File: src/rtl/decode_queue_if.sv
// decode_queue_if: fetch-side and issue-side bundle of the decode queue.
// master = fetch/issue driver, slave = the queue itself.
interface decode_queue_if #(
  parameter int FETCH_W = 2,
  parameter int ISSUE_W = 2,
  parameter int PC_W    = 32
);
  logic [1:0]              in_num;
  logic [32*FETCH_W-1:0]   in_instr;
  logic [PC_W*FETCH_W-1:0] in_pc;
  logic                    in_ready;
  logic [ISSUE_W-1:0]      out_valid;
  logic [32*ISSUE_W-1:0]   out_instr;
  logic [PC_W*ISSUE_W-1:0] out_pc;
  logic [ISSUE_W-1:0]      out_regwrite;
  logic [5*ISSUE_W-1:0]    out_writereg;
  logic [ISSUE_W-1:0]      out_memrd;
  logic [ISSUE_W-1:0]      out_memwr;
  logic [ISSUE_W-1:0]      out_branch;
  logic [ISSUE_W-1:0]      out_divmul;
  logic [ISSUE_W-1:0]      out_priv;
  logic [ISSUE_W-1:0]      out_ri;
  logic [1:0]              deq_num;

  modport master (
    output in_num, in_instr, in_pc, deq_num,
    input  in_ready, out_valid, out_instr, out_pc,
    input  out_regwrite, out_writereg, out_memrd,
    input  out_memwr, out_branch, out_divmul,
    input  out_priv, out_ri
  );

  modport slave (
    input  in_num, in_instr, in_pc, deq_num,
    output in_ready, out_valid, out_instr, out_pc,
    output out_regwrite, out_writereg, out_memrd,
    output out_memwr, out_branch, out_divmul,
    output out_priv, out_ri
  );
endinterface

File: src/rtl/decode_queue.sv
// decode_queue: instruction FIFO with multi-slot MIPS32 pre-decode
// and an in-order dual-issue pairing filter.
// Ports: clk, resetn (async, active low), flush, q (slave of
// decode_queue_if: in_num/in_instr/in_pc/in_ready from fetch,
// out_* head view and deq_num toward issue).
// Option: define DECQ_BYPASS_EN for zero-latency fetch-to-decode
// bypass while the queue is empty.
module decode_queue #(
  parameter int DEPTH   = 8,
  parameter int FETCH_W = 2,
  parameter int ISSUE_W = 2,
  parameter int PC_W    = 32
) (
  input  logic           clk,
  input  logic           resetn,
  input  logic           flush,
  decode_queue_if.slave  q
);

  localparam int AW = $clog2(DEPTH);
  localparam int CW = AW + 1;

  typedef struct packed {
    logic       regwrite;
    logic [4:0] wr;
    logic       memrd;
    logic       memwr;
    logic       branch;
    logic       divmul;
    logic       priv;
    logic       ri;
  } dec_t;

  function automatic dec_t decode(input logic [31:0] i);
    dec_t       d;
    logic [5:0] op, fn;
    logic [4:0] rs, rt, rd, sa;
    logic       w_rd, w_rt, w_31;
    d    = '0;
    w_rd = 1'b0;
    w_rt = 1'b0;
    w_31 = 1'b0;
    op   = i[31:26];
    rs   = i[25:21];
    rt   = i[20:16];
    rd   = i[15:11];
    sa   = i[10:6];
    fn   = i[5:0];
    casez (op)
      6'b000000: begin
        casez (fn)
          6'h00, 6'h02, 6'h03, 6'h04,
          6'h06, 6'h07, 6'h0a, 6'h0b,
          6'h10, 6'h12, 6'b100???,
          6'h2a, 6'h2b: w_rd = 1'b1;
          6'h08: d.branch = 1'b1;
          6'h09: begin
            d.branch = 1'b1;
            w_31     = 1'b1;
          end
          6'h0c, 6'h0d: d.priv = 1'b1;
          6'h0f, 6'h11, 6'h13: ;
          6'b0110??: d.divmul = 1'b1;
          default: d.ri = 1'b1;
        endcase
      end
      6'b000001: begin
        case (rt)
          5'h00, 5'h01: d.branch = 1'b1;
          5'h10, 5'h11: begin
            d.branch = 1'b1;
            w_31     = 1'b1;
          end
          default: d.ri = 1'b1;
        endcase
      end
      6'b000010: d.branch = 1'b1;
      6'b000011: begin
        d.branch = 1'b1;
        w_31     = 1'b1;
      end
      6'b0001??: d.branch = 1'b1;
      6'b001???: w_rt = 1'b1;
      6'b010000: begin
        if (rs == 5'h00) begin
          d.priv = 1'b1;
          w_rt   = 1'b1;
        end else if (rs == 5'h04) begin
          d.priv = 1'b1;
        end else if (i[25] && fn == 6'h18) begin
          d.priv = 1'b1;
        end else begin
          d.ri = 1'b1;
        end
      end
      6'b011100: begin
        case (fn)
          6'h00, 6'h01,
          6'h04, 6'h05: d.divmul = 1'b1;
          6'h02: begin
            d.divmul = 1'b1;
            w_rd     = 1'b1;
          end
          6'h20, 6'h21: w_rd = 1'b1;
          default: d.ri = 1'b1;
        endcase
      end
      6'b011111: begin
        if (fn == 6'h00 || fn == 6'h04) begin
          w_rt = 1'b1;
        end else if (fn == 6'h20 &&
                     (sa == 5'h02 || sa == 5'h10 ||
                      sa == 5'h18)) begin
          w_rd = 1'b1;
        end else begin
          d.ri = 1'b1;
        end
      end
      6'b100???: begin
        d.memrd = 1'b1;
        w_rt    = 1'b1;
      end
      6'b101???: d.memwr = 1'b1;
      6'b110000: begin
        d.memrd = 1'b1;
        w_rt    = 1'b1;
      end
      default: d.ri = 1'b1;
    endcase
    if (w_31)      d.wr = 5'd31;
    else if (w_rd) d.wr = rd;
    else if (w_rt) d.wr = rt;
    d.regwrite = d.wr != 5'd0;
    return d;
  endfunction

  logic [31:0]     mem_i  [DEPTH];
  logic [PC_W-1:0] mem_pc [DEPTH];
  logic [AW-1:0]   head, tail;
  logic [CW-1:0]   count;

  logic [31:0]     in_i [FETCH_W];
  logic [PC_W-1:0] in_p [FETCH_W];
  logic [1:0]      in_n;
  logic            accept;
  logic            byp;

  always_comb begin
    for (int j = 0; j < FETCH_W; j++) begin
      in_i[j] = q.in_instr[32*j +: 32];
      in_p[j] = q.in_pc[PC_W*j +: PC_W];
    end
  end

  assign in_n = (q.in_num > 2'(FETCH_W)) ?
                2'(FETCH_W) : q.in_num;
  assign q.in_ready = count <= CW'(DEPTH - FETCH_W);
  assign accept = q.in_ready && !flush;

`ifdef DECQ_BYPASS_EN
  assign byp = resetn && (count == '0) && !flush;
`else
  assign byp = 1'b0;
`endif

  logic [31:0]     v_i   [2];
  logic [PC_W-1:0] v_p   [2];
  logic [1:0]      v_raw;
  dec_t            d     [2];

  // Head view; while bypassing, the incoming slots stand in for it.
  always_comb begin
    for (int k = 0; k < 2; k++) begin
      v_i[k]   = mem_i[head + AW'(k)];
      v_p[k]   = mem_pc[head + AW'(k)];
      v_raw[k] = count > CW'(k);
      if (byp) begin
        v_raw[k] = 1'b0;
        if (k < FETCH_W) begin
          v_i[k]   = in_i[k];
          v_p[k]   = in_p[k];
          v_raw[k] = accept && (in_n > 2'(k));
        end
      end
      d[k] = decode(v_i[k]);
    end
  end

  logic       m0, m1, hz, pair_ok;
  logic [1:0] valid;

  assign m0 = d[0].memrd || d[0].memwr;
  assign m1 = d[1].memrd || d[1].memwr;
  assign hz = d[0].regwrite &&
              (d[0].wr == v_i[1][25:21] ||
               d[0].wr == v_i[1][20:16] ||
               d[0].wr == d[1].wr);
  assign pair_ok = !(d[0].divmul || d[0].priv ||
                     (m0 && m1) || d[1].branch ||
                     d[1].priv || d[1].divmul || hz);
  assign valid[0] = v_raw[0];
  assign valid[1] = (ISSUE_W == 2) && v_raw[0] &&
                    v_raw[1] && pair_ok;

  logic [1:0] pref, deq_c, deq_q, skip, enq;

  assign pref  = valid[1] ? 2'd2 : {1'b0, valid[0]};
  assign deq_c = (q.deq_num > pref) ? pref : q.deq_num;
  // Bypassed slots consumed this cycle are never written.
  assign deq_q = byp ? 2'd0 : deq_c;
  assign skip  = byp ? deq_c : 2'd0;
  assign enq   = accept ? (in_n - skip) : 2'd0;

  always_ff @(posedge clk) begin
    for (int j = 0; j < FETCH_W; j++) begin
      if (accept && j >= int'(skip) && j < int'(in_n)) begin
        mem_i[tail + AW'(j - int'(skip))]  <= in_i[j];
        mem_pc[tail + AW'(j - int'(skip))] <= in_p[j];
      end
    end
  end

  always_ff @(posedge clk or negedge resetn) begin
    if (!resetn) begin
      head  <= '0;
      tail  <= '0;
      count <= '0;
    end else if (flush) begin
      head  <= '0;
      tail  <= '0;
      count <= '0;
    end else begin
      head  <= head + AW'(deq_q);
      tail  <= tail + AW'(enq);
      count <= count + CW'(enq) - CW'(deq_q);
    end
  end

  always_comb begin
    q.out_valid    = '0;
    q.out_instr    = '0;
    q.out_pc       = '0;
    q.out_regwrite = '0;
    q.out_writereg = '0;
    q.out_memrd    = '0;
    q.out_memwr    = '0;
    q.out_branch   = '0;
    q.out_divmul   = '0;
    q.out_priv     = '0;
    q.out_ri       = '0;
    for (int k = 0; k < ISSUE_W; k++) begin
      q.out_valid[k]            = valid[k];
      q.out_instr[32*k +: 32]   = v_i[k];
      q.out_pc[PC_W*k +: PC_W]  = v_p[k];
      q.out_regwrite[k]         = d[k].regwrite;
      q.out_writereg[5*k +: 5]  = d[k].wr;
      q.out_memrd[k]            = d[k].memrd;
      q.out_memwr[k]            = d[k].memwr;
      q.out_branch[k]           = d[k].branch;
      q.out_divmul[k]           = d[k].divmul;
      q.out_priv[k]             = d[k].priv;
      q.out_ri[k]               = d[k].ri;
    end
  end

endmodule

File: src/flat_wrapper.sv
// flat-port wrapper written by rule: the top's interface ports become plain ports
module decode_queue_flat 
#(
  parameter int DEPTH   = 8,
  parameter int FETCH_W = 2,
  parameter int ISSUE_W = 2,
  parameter int PC_W    = 32
)
  (clk, resetn, flush, q_in_num, q_in_instr, q_in_pc, q_deq_num, q_in_ready, q_out_valid, q_out_instr, q_out_pc, q_out_regwrite, q_out_writereg, q_out_memrd, q_out_memwr, q_out_branch, q_out_divmul, q_out_priv, q_out_ri);
  decode_queue_if #(.FETCH_W(FETCH_W), .ISSUE_W(ISSUE_W), .PC_W(PC_W)) q_i ();
  input  logic clk;
  input  logic resetn;
  input  logic flush;
  input wire logic [$bits(q_i.in_num)-1:0] q_in_num;
  input wire logic [$bits(q_i.in_instr)-1:0] q_in_instr;
  input wire logic [$bits(q_i.in_pc)-1:0] q_in_pc;
  input wire logic [$bits(q_i.deq_num)-1:0] q_deq_num;
  output wire logic [$bits(q_i.in_ready)-1:0] q_in_ready;
  output wire logic [$bits(q_i.out_valid)-1:0] q_out_valid;
  output wire logic [$bits(q_i.out_instr)-1:0] q_out_instr;
  output wire logic [$bits(q_i.out_pc)-1:0] q_out_pc;
  output wire logic [$bits(q_i.out_regwrite)-1:0] q_out_regwrite;
  output wire logic [$bits(q_i.out_writereg)-1:0] q_out_writereg;
  output wire logic [$bits(q_i.out_memrd)-1:0] q_out_memrd;
  output wire logic [$bits(q_i.out_memwr)-1:0] q_out_memwr;
  output wire logic [$bits(q_i.out_branch)-1:0] q_out_branch;
  output wire logic [$bits(q_i.out_divmul)-1:0] q_out_divmul;
  output wire logic [$bits(q_i.out_priv)-1:0] q_out_priv;
  output wire logic [$bits(q_i.out_ri)-1:0] q_out_ri;
  assign q_i.in_num = q_in_num;
  assign q_i.in_instr = q_in_instr;
  assign q_i.in_pc = q_in_pc;
  assign q_i.deq_num = q_deq_num;
  assign q_in_ready = q_i.in_ready;
  assign q_out_valid = q_i.out_valid;
  assign q_out_instr = q_i.out_instr;
  assign q_out_pc = q_i.out_pc;
  assign q_out_regwrite = q_i.out_regwrite;
  assign q_out_writereg = q_i.out_writereg;
  assign q_out_memrd = q_i.out_memrd;
  assign q_out_memwr = q_i.out_memwr;
  assign q_out_branch = q_i.out_branch;
  assign q_out_divmul = q_i.out_divmul;
  assign q_out_priv = q_i.out_priv;
  assign q_out_ri = q_i.out_ri;
  decode_queue #(.DEPTH(DEPTH), .FETCH_W(FETCH_W), .ISSUE_W(ISSUE_W), .PC_W(PC_W)) u_core (.clk(clk), .resetn(resetn), .flush(flush), .q(q_i));
endmodule
File: config.mk
export PLATFORM = sky130hd
export DESIGN_NAME = decode_queue_flat
export DESIGN_NICKNAME = d
export VERILOG_FILES = /design/src/rtl/decode_queue_if.sv /design/src/rtl/decode_queue.sv /design/src/flat_wrapper.sv
export SDC_FILE = /design/constraint.sdc
export NUM_CORES = 1
export LEC_CHECK = 0
export CAP_MARGIN = 40
export CORE_MARGIN = 2
export CORE_UTILIZATION = 59
export DETAILED_ROUTE_END_ITERATION = 12
export GPL_ROUTABILITY_DRIVEN = 0
export PLACE_DENSITY = 0.89
export SYNTH_ARGS = -nofsm -noshare
export SYNTH_HDL_FRONTEND = slang
export SYNTH_SLANG_ARGS = --single-unit
File: constraint.sdc
create_clock -name clk -period 8.1 [get_ports clk]
set_input_delay 1.62 -clock clk [delete_from_list [all_inputs] [get_ports clk]]
set_output_delay 1.62 -clock clk [all_outputs]
set_load 0.005 [all_outputs]
* After elaboration in Yosys (flattened, before gate mapping)
Memory sizes are Yosys's and may differ from the RTL's. Cells that the tools add are included.
Storage, ports and cells: register bits after elaboration 10, RAM bits 512, bits of input ports 135, output and inout port bits 155, word-level logic and storage cells 255, memories kept 2
Operators by class: add/sub/neg operators 6, $lt $le $gt $ge 7, equal/unequal tests 89, muxes and demuxes 83, reductions and logical operators 65
Memory list:
- u_core.mem_i | words 8, width 32, read ports 2, clocked after memory_dff 0, wr ports 2, RTL line decode_queue.sv:137 | logic [31:0] mem_i [DEPTH];
- u_core.mem_pc | words 8, width 32, read ports 2, clocked after memory_dff 0, wr ports 2, RTL line decode_queue.sv:138 | logic [PC_W-1:0] mem_pc [DEPTH];
Operators by type and width (count):
- == test 6 x 5 -> 1 bit (second input constant) | 16
- == test 6 x 4 -> 1 bit (second input constant) | 14
- == test 6 bit (second input constant) | 10
- 2-to-1 mux 1 bit | 56
- == test 6 x 2 -> 1 bit (second input constant) | 8
- == test 6 x 3 -> 1 bit (second input constant) | 8
- OR reduction 21 bit | 2
- == test 5 bit (second input constant) | 8
- 2-to-1 mux 5 bit | 6
- OR reduction 7 bit | 4
- OR reduction 13 bit | 2
- == test 6 x 1 -> 1 bit (second input constant) | 4
- logical NOT 6 bit | 4
- case mux 1 bit (3 select lines) | 8
- logical NOT 5 bit | 4
- == test 3 bit (second input constant) | 6
- OR reduction 3 bit | 6
- logical OR 1 bit | 16
- OR reduction 2 bit | 8
- == test 5 bit | 3
- case mux 1 bit (6 select lines) | 2
- logical AND 1 bit | 11
- == test 5 x 1 -> 1 bit (second input constant) | 2
- == test 5 x 2 -> 1 bit (second input constant) | 2
- 21 further kinds | 40

* Depth between registers and ports, before layout
An unclocked memory read counts as a cell.
depth in word-level cells 22, mapped depth 29, gate-level depth less buffers 26

* Worst setup path before layout
OpenSTA, ideal clock, no wires.
path kind input to register, from in flush, to mem u_core.mem_i[0][0] (enable), library setup time 581 ps, arrival 6721 ps, data required time 7519 ps, path slack 798 ps, stages on the path 3, path buffers 0, cells stage by stage nor2b_1 o211ai_1 o31ai_1
RTL lines:
- from (decl) | RTL line flat_wrapper.sv:13 | input logic flush;
- to (decl) | RTL line decode_queue.sv:137

* Worst setup path after layout
from reg u_core.head[0], to out q_out_valid[1]
Between the ends: cells in the longest elaborated chain, start to end 17, elaborated cells on any way between the ends 181, classes of those cells 1 x add/sub; 79 x eq/ne; 51 x mux; 49 x reduce/logical; 1 x memory
Ends and longest elaborated chain:
- from (decl) | RTL line decode_queue.sv:139 | logic [AW-1:0] head, tail;
- from (signal assigned) | RTL line decode_queue.sv:233 | head <= head + AW'(deq_q);
- adder 3 x 1 -> 3 bit / memory read (8 x 32 bit) (equally long branches)
- memory read (8 x 32 bit) *
- == test 5 x 2 -> 1 bit (tied with other cells) | RTL line decode_queue.sv:112 | (sa == 5'h02 || sa == 5'h10 ||
- logical OR 1 bit | RTL line decode_queue.sv:112
- logical OR 1 bit / logical AND 1 bit (equally long branches) | RTL line decode_queue.sv:112, decode_queue.sv:111
- logical AND 1 bit / 2-to-1 mux 1 bit (equally long branches) | RTL line decode_queue.sv:111 | end else if (fn == 6'h20 &&
- 2-to-1 mux 1 bit (on tied branches) | RTL line decode_queue.sv:111, decode_queue.sv:109
- 2-to-1 mux 1 bit / case mux 1 bit (3 select lines) (equally long branches) | RTL line decode_queue.sv:109, decode_queue.sv:49
- case mux 1 bit (3 select lines) / 2-to-1 mux 5 bit (equally long branches) | RTL line decode_queue.sv:49, decode_queue.sv:131
- 2-to-1 mux 5 bit (on tied branches) | RTL line decode_queue.sv:131, decode_queue.sv:130
- 2-to-1 mux 5 bit (tied with other cells) | RTL line decode_queue.sv:130 | if (w_31) d.wr = 5'd31;
- == test 5 bit / logical OR 1 bit (equally long branches) | RTL line decode_queue.sv:197, decode_queue.sv:195
- logical OR 1 bit | RTL line decode_queue.sv:196 | d[0].wr == v_i[1][20:16] ||
- logical AND 1 bit | RTL line decode_queue.sv:194 | assign hz = d[0].regwrite &&
- logical OR 1 bit * | RTL line decode_queue.sv:200 | d[1].priv || d[1].divmul || hz);
- logical NOT 1 bit * | RTL line decode_queue.sv:198 | assign pair_ok = !(d[0].divmul || d[0].priv ||
- logical AND 1 bit * | RTL line decode_queue.sv:203 | v_raw[1] && pair_ok;
- to (decl) | RTL line flat_wrapper.sv:19 | output wire logic [$bits(q_i.out_valid)-1:0] q_out_valid;
Mark *: on every way between the ends. The rest lies on a longest branch, timed or not.

==> key figures <==
Timing
  – Hold_ws: 820.5 ps
  – Final Hold Vio Count: 0
  – Worst-case clock skew: 48.07 ps
  – Fmax achieved: 0.1316 GHz
  – RSZ-0062 raised after global routing: false
  – Crit path time final: 7600 ps
  – # setup viols final: 0
  – Setup TNS: 0 ps
  – Rel. slew slack: 0.3023
  – Fin. max-slew vios: 0
  – Tightest Pin Transition: 1038 ps
  – Period utilisation layout: 0.9382

Final layout
  – Fin nets: 2534
  – Layout Cells excl Fill: 3125
  – Design area: 37630 µm²
  – Area grow syn2layout: 17.35%
  – Final core utilization: 0.6992
  – Layout cell share with drive strength beyond 1: 0.4060

Setup path
  – Crit. End Element: primary output
  – Critical Path AT: 5980 ps
  – CP max-delay cell: dfrtp_4
  – Setup slack on the worst flop-to-flop path: 960 ps
  – Crit-path cells: ha_4 -> xnor2_2 -> buf_4 -> mux2_2 -> nor4_2 -> o21a_1 -> o211ai_1 -> a41o_1 -> o21ai_0 -> a21o_1 -> a221oi_2 -> a211oi_4 -> o21ba_1 -> clkdlybuf4s50_1
  – CP peak stage delay: 670 ps
  – Worst reg2reg endpoint: u_core.count[2]
  – Crit path launch type: flip-flop
  – R2R Path Start: u_core.head[0]
  – Worst-path fanout max: 30
  – Setup CP Type: flip-flop to primary output
  – Req. time, crit path: 6480 ps
  – R2R cell count: 23

Synthesis
  – Post-synth cell types: 81
  – Ys async rst share: 0.01916
  – Syn nets: 2283
  – Top cell type's share of synthesized area: 0.4795
  – Syn Std Cell Area: 32060 µm²
  – Largest area contributor in the netlist: edfxtp_1
  – Synth Warn #: 0
  – Area contributors post-synth: edfxtp_1 48%, mux2_2 20%, mux4_2 17%
  – Average instance area after synthesis: 15.05 µm²
  – Syn Inst Count: 2131
  – Primary FF master, synth: edfxtp_1
  – Seq/Total Area, Yosys: 0.4873
  – Yosys reg bits: 522
  – Top cells by count, synth: 564 x mux2_2, 512 x edfxtp_1, 245 x mux4_2, 211 x nand2_1, 80 x clkbuf_1
  – Top-count cell post-synth: mux2_2
  – EDFF count, synth: 512

Pwr
  – PD cells: 343.7 nW/µm²
  – Leakage: 12.53 nW
  – VDD IR max: 276.2 µV

Min path
  – Hold EP: u_core.count[3]
  – WHS Path Cells: 4
  – Min-delay src: u_core.count[3]
  – Hold crit path type: flip-flop to flip-flop

Clocking
  – Worst skew pair latency: 660 ps
  – Clock sinks: 522
  – CTS tree: built
  – CTS root buffer: clkbuf_16
  – Clock Pin Slew Worst Setup and Hold Paths: 70 ps
  – Hold buffers post-CTS: 0
  – Clock Tree Buf Depth: 3
  – Htree depth: 2
  – CTS Buf Count: 55

GRT
  – First-pass GRT wire length: 144.1 mm
  – Largest net degree at the start of global routing: 99
  – Antenna violations before repair: 11
  – GRT Overall Usage: 0.3444
  – Vias in the first global route: 23100
  – Gr ovfl total: 0

Floorplan
  – Rows: 85
  – Die Ht: 237.1 µm
  – Die Wd: 237.1 µm
  – DIE AREA: 56230 µm²
  – Starting Density: 0.5958
  – Core area: 53810 µm²
  – Number of I/O pins: 290

Place
  – Placed Cells: 3020
  – Area after DPL: 35820 µm²
  – Port bufs: 289
  – Post-DP HPWL: 59.64 mm

Route
  – WL final: 96.65 mm
  – Vias: 22520
  – Residual DRC: 0
  – DR iter-0 viols: 3081
  – DR WL/cell: 30.93 µm
  – Initial DRT Pass Iterations: 6
  – Vias/cell: 7.206
  – ANT nets after route: 0

Status
  – Status: finished clean

Run
  – Max Cap Viol: 0
## flip-flops by register name, summed over array words and instances (netlist names)
name,flops
u_core.tail,3
u_core.mem_pc,256
u_core.mem_i,256
u_core.head,3
u_core.count,4
## stage by stage
step / power, mW / worst slack, ps
after floorplan: 7.279 / 798.1
after global placement: 9.989 / 1132
after detailed placement: 10.18 / 949.7
after CTS: 12.73 / 419.9
after global routing: 13.37 / 236.9
final: 12.93 / 500.3
## cell type report
class	instances	area, µm²
Sequential cell	522	15640
Multi-Input combinational cell	1406	15740
Tap cell	696	870.8
Inverter	57	214.0
Clock buffer	68	1425
Timing Repair Buffer	340	3393
Clock inverter	33	345.3
Antenna cell	3	7.507
Fill cell	3381	16190
## critical path: cells and delay by family, from the launching register on
family / cells / cell delay (ps)
multiplexers: 1 / 380
adder cells (fa/ha/maj): 1 / 280
buffers and inverters: 2 / 900
XOR/XNOR: 1 / 500
AO/OA/AOI/OAI: 8 / 1990
flip-flops: 1 / 670
AND/OR/NAND/NOR: 1 / 620
## worst max path at each step
| stage | cells past startpoint | startpoint | end |
|---|---|---|---|
| 2_1_floorplan | 3 | flush | u_core.mem_i[0][0] |
| 3_3_place_gp | 23 | u_core.head[0] | u_core.count[2] |
| 3_5_place_dp | 25 | u_core.head[0] | u_core.count[2] |
| 4_1_cts | 14 | u_core.head[0] | q_out_valid[1] |
| 5_1_grt | 14 | u_core.head[0] | q_out_valid[1] |
| 6_report | 14 | u_core.head[0] | q_out_valid[1] |
## cell families after synthesis
group                    Yosys count  synth area share
AO/OA/AOI/OAI                    123           0.02950
XOR/XNOR                          15          0.004332
adder cells (fa/ha/maj)           17          0.007570
buffers and inverters            203           0.02774
flip-flops                       522            0.4873
multiplexers                     853            0.3844
AND/OR/NAND/NOR                  398           0.05916
## where the power goes
group	switching, mW	internal [mW]
sequential	0.146	3.20
combinational	3.73	3.32
clock	1.12	1.42
## layer usage
layer	part of all wire	up-vias	global-route usage
met2	0.48	1705	0.5602
li1	-	9095	-
met1	0.34	11350	0.4333
met3	0.12	360	0.09489
met4	0.048	14	0.1582
met5	0.00099	-	0
## cell usage in the layout (no fill, tap or decap), types with 5 or more instances in the layout
cell type	Yosys	routed
a2111oi_0	5	5
a21o_1	6	6
a21oi_1	16	16
a22oi_1	7	7
and2_1	5	5
and3_1	13	11
buf_4	2	44
bufinv_16	0	5
clkbuf_1	80	13
clkbuf_16	0	55
clkdlybuf4s50_1	0	289
clkinv_1	0	11
clkinv_2	0	9
dfrtp_1	10	7
edfxtp_1	512	512
ha_1	13	12
inv_1	53	53
mux2_2	564	564
mux2i_1	37	37
mux4_2	245	245
nand2_1	211	209
nand3_1	33	31
nand3b_1	5	5
nand4_1	13	13
nor2_1	31	31
nor2b_1	12	12
nor3_1	23	23
nor3b_1	15	15
nor4_1	11	9
nor4_2	3	5
o211ai_1	6	6
o21a_1	7	7
o21ai_0	17	14
o32ai_1	6	6
or3_1	7	7
xnor2_1	11	10
## repair_timing
| item | CTS | global route |
|---|---|---|
| setup buffers | 0 | 1 |
| resized for setup | 0 | 1 |
| endpoints found under the setup margin | 0 | 1 |
Power figures use the tool's default switching activity.
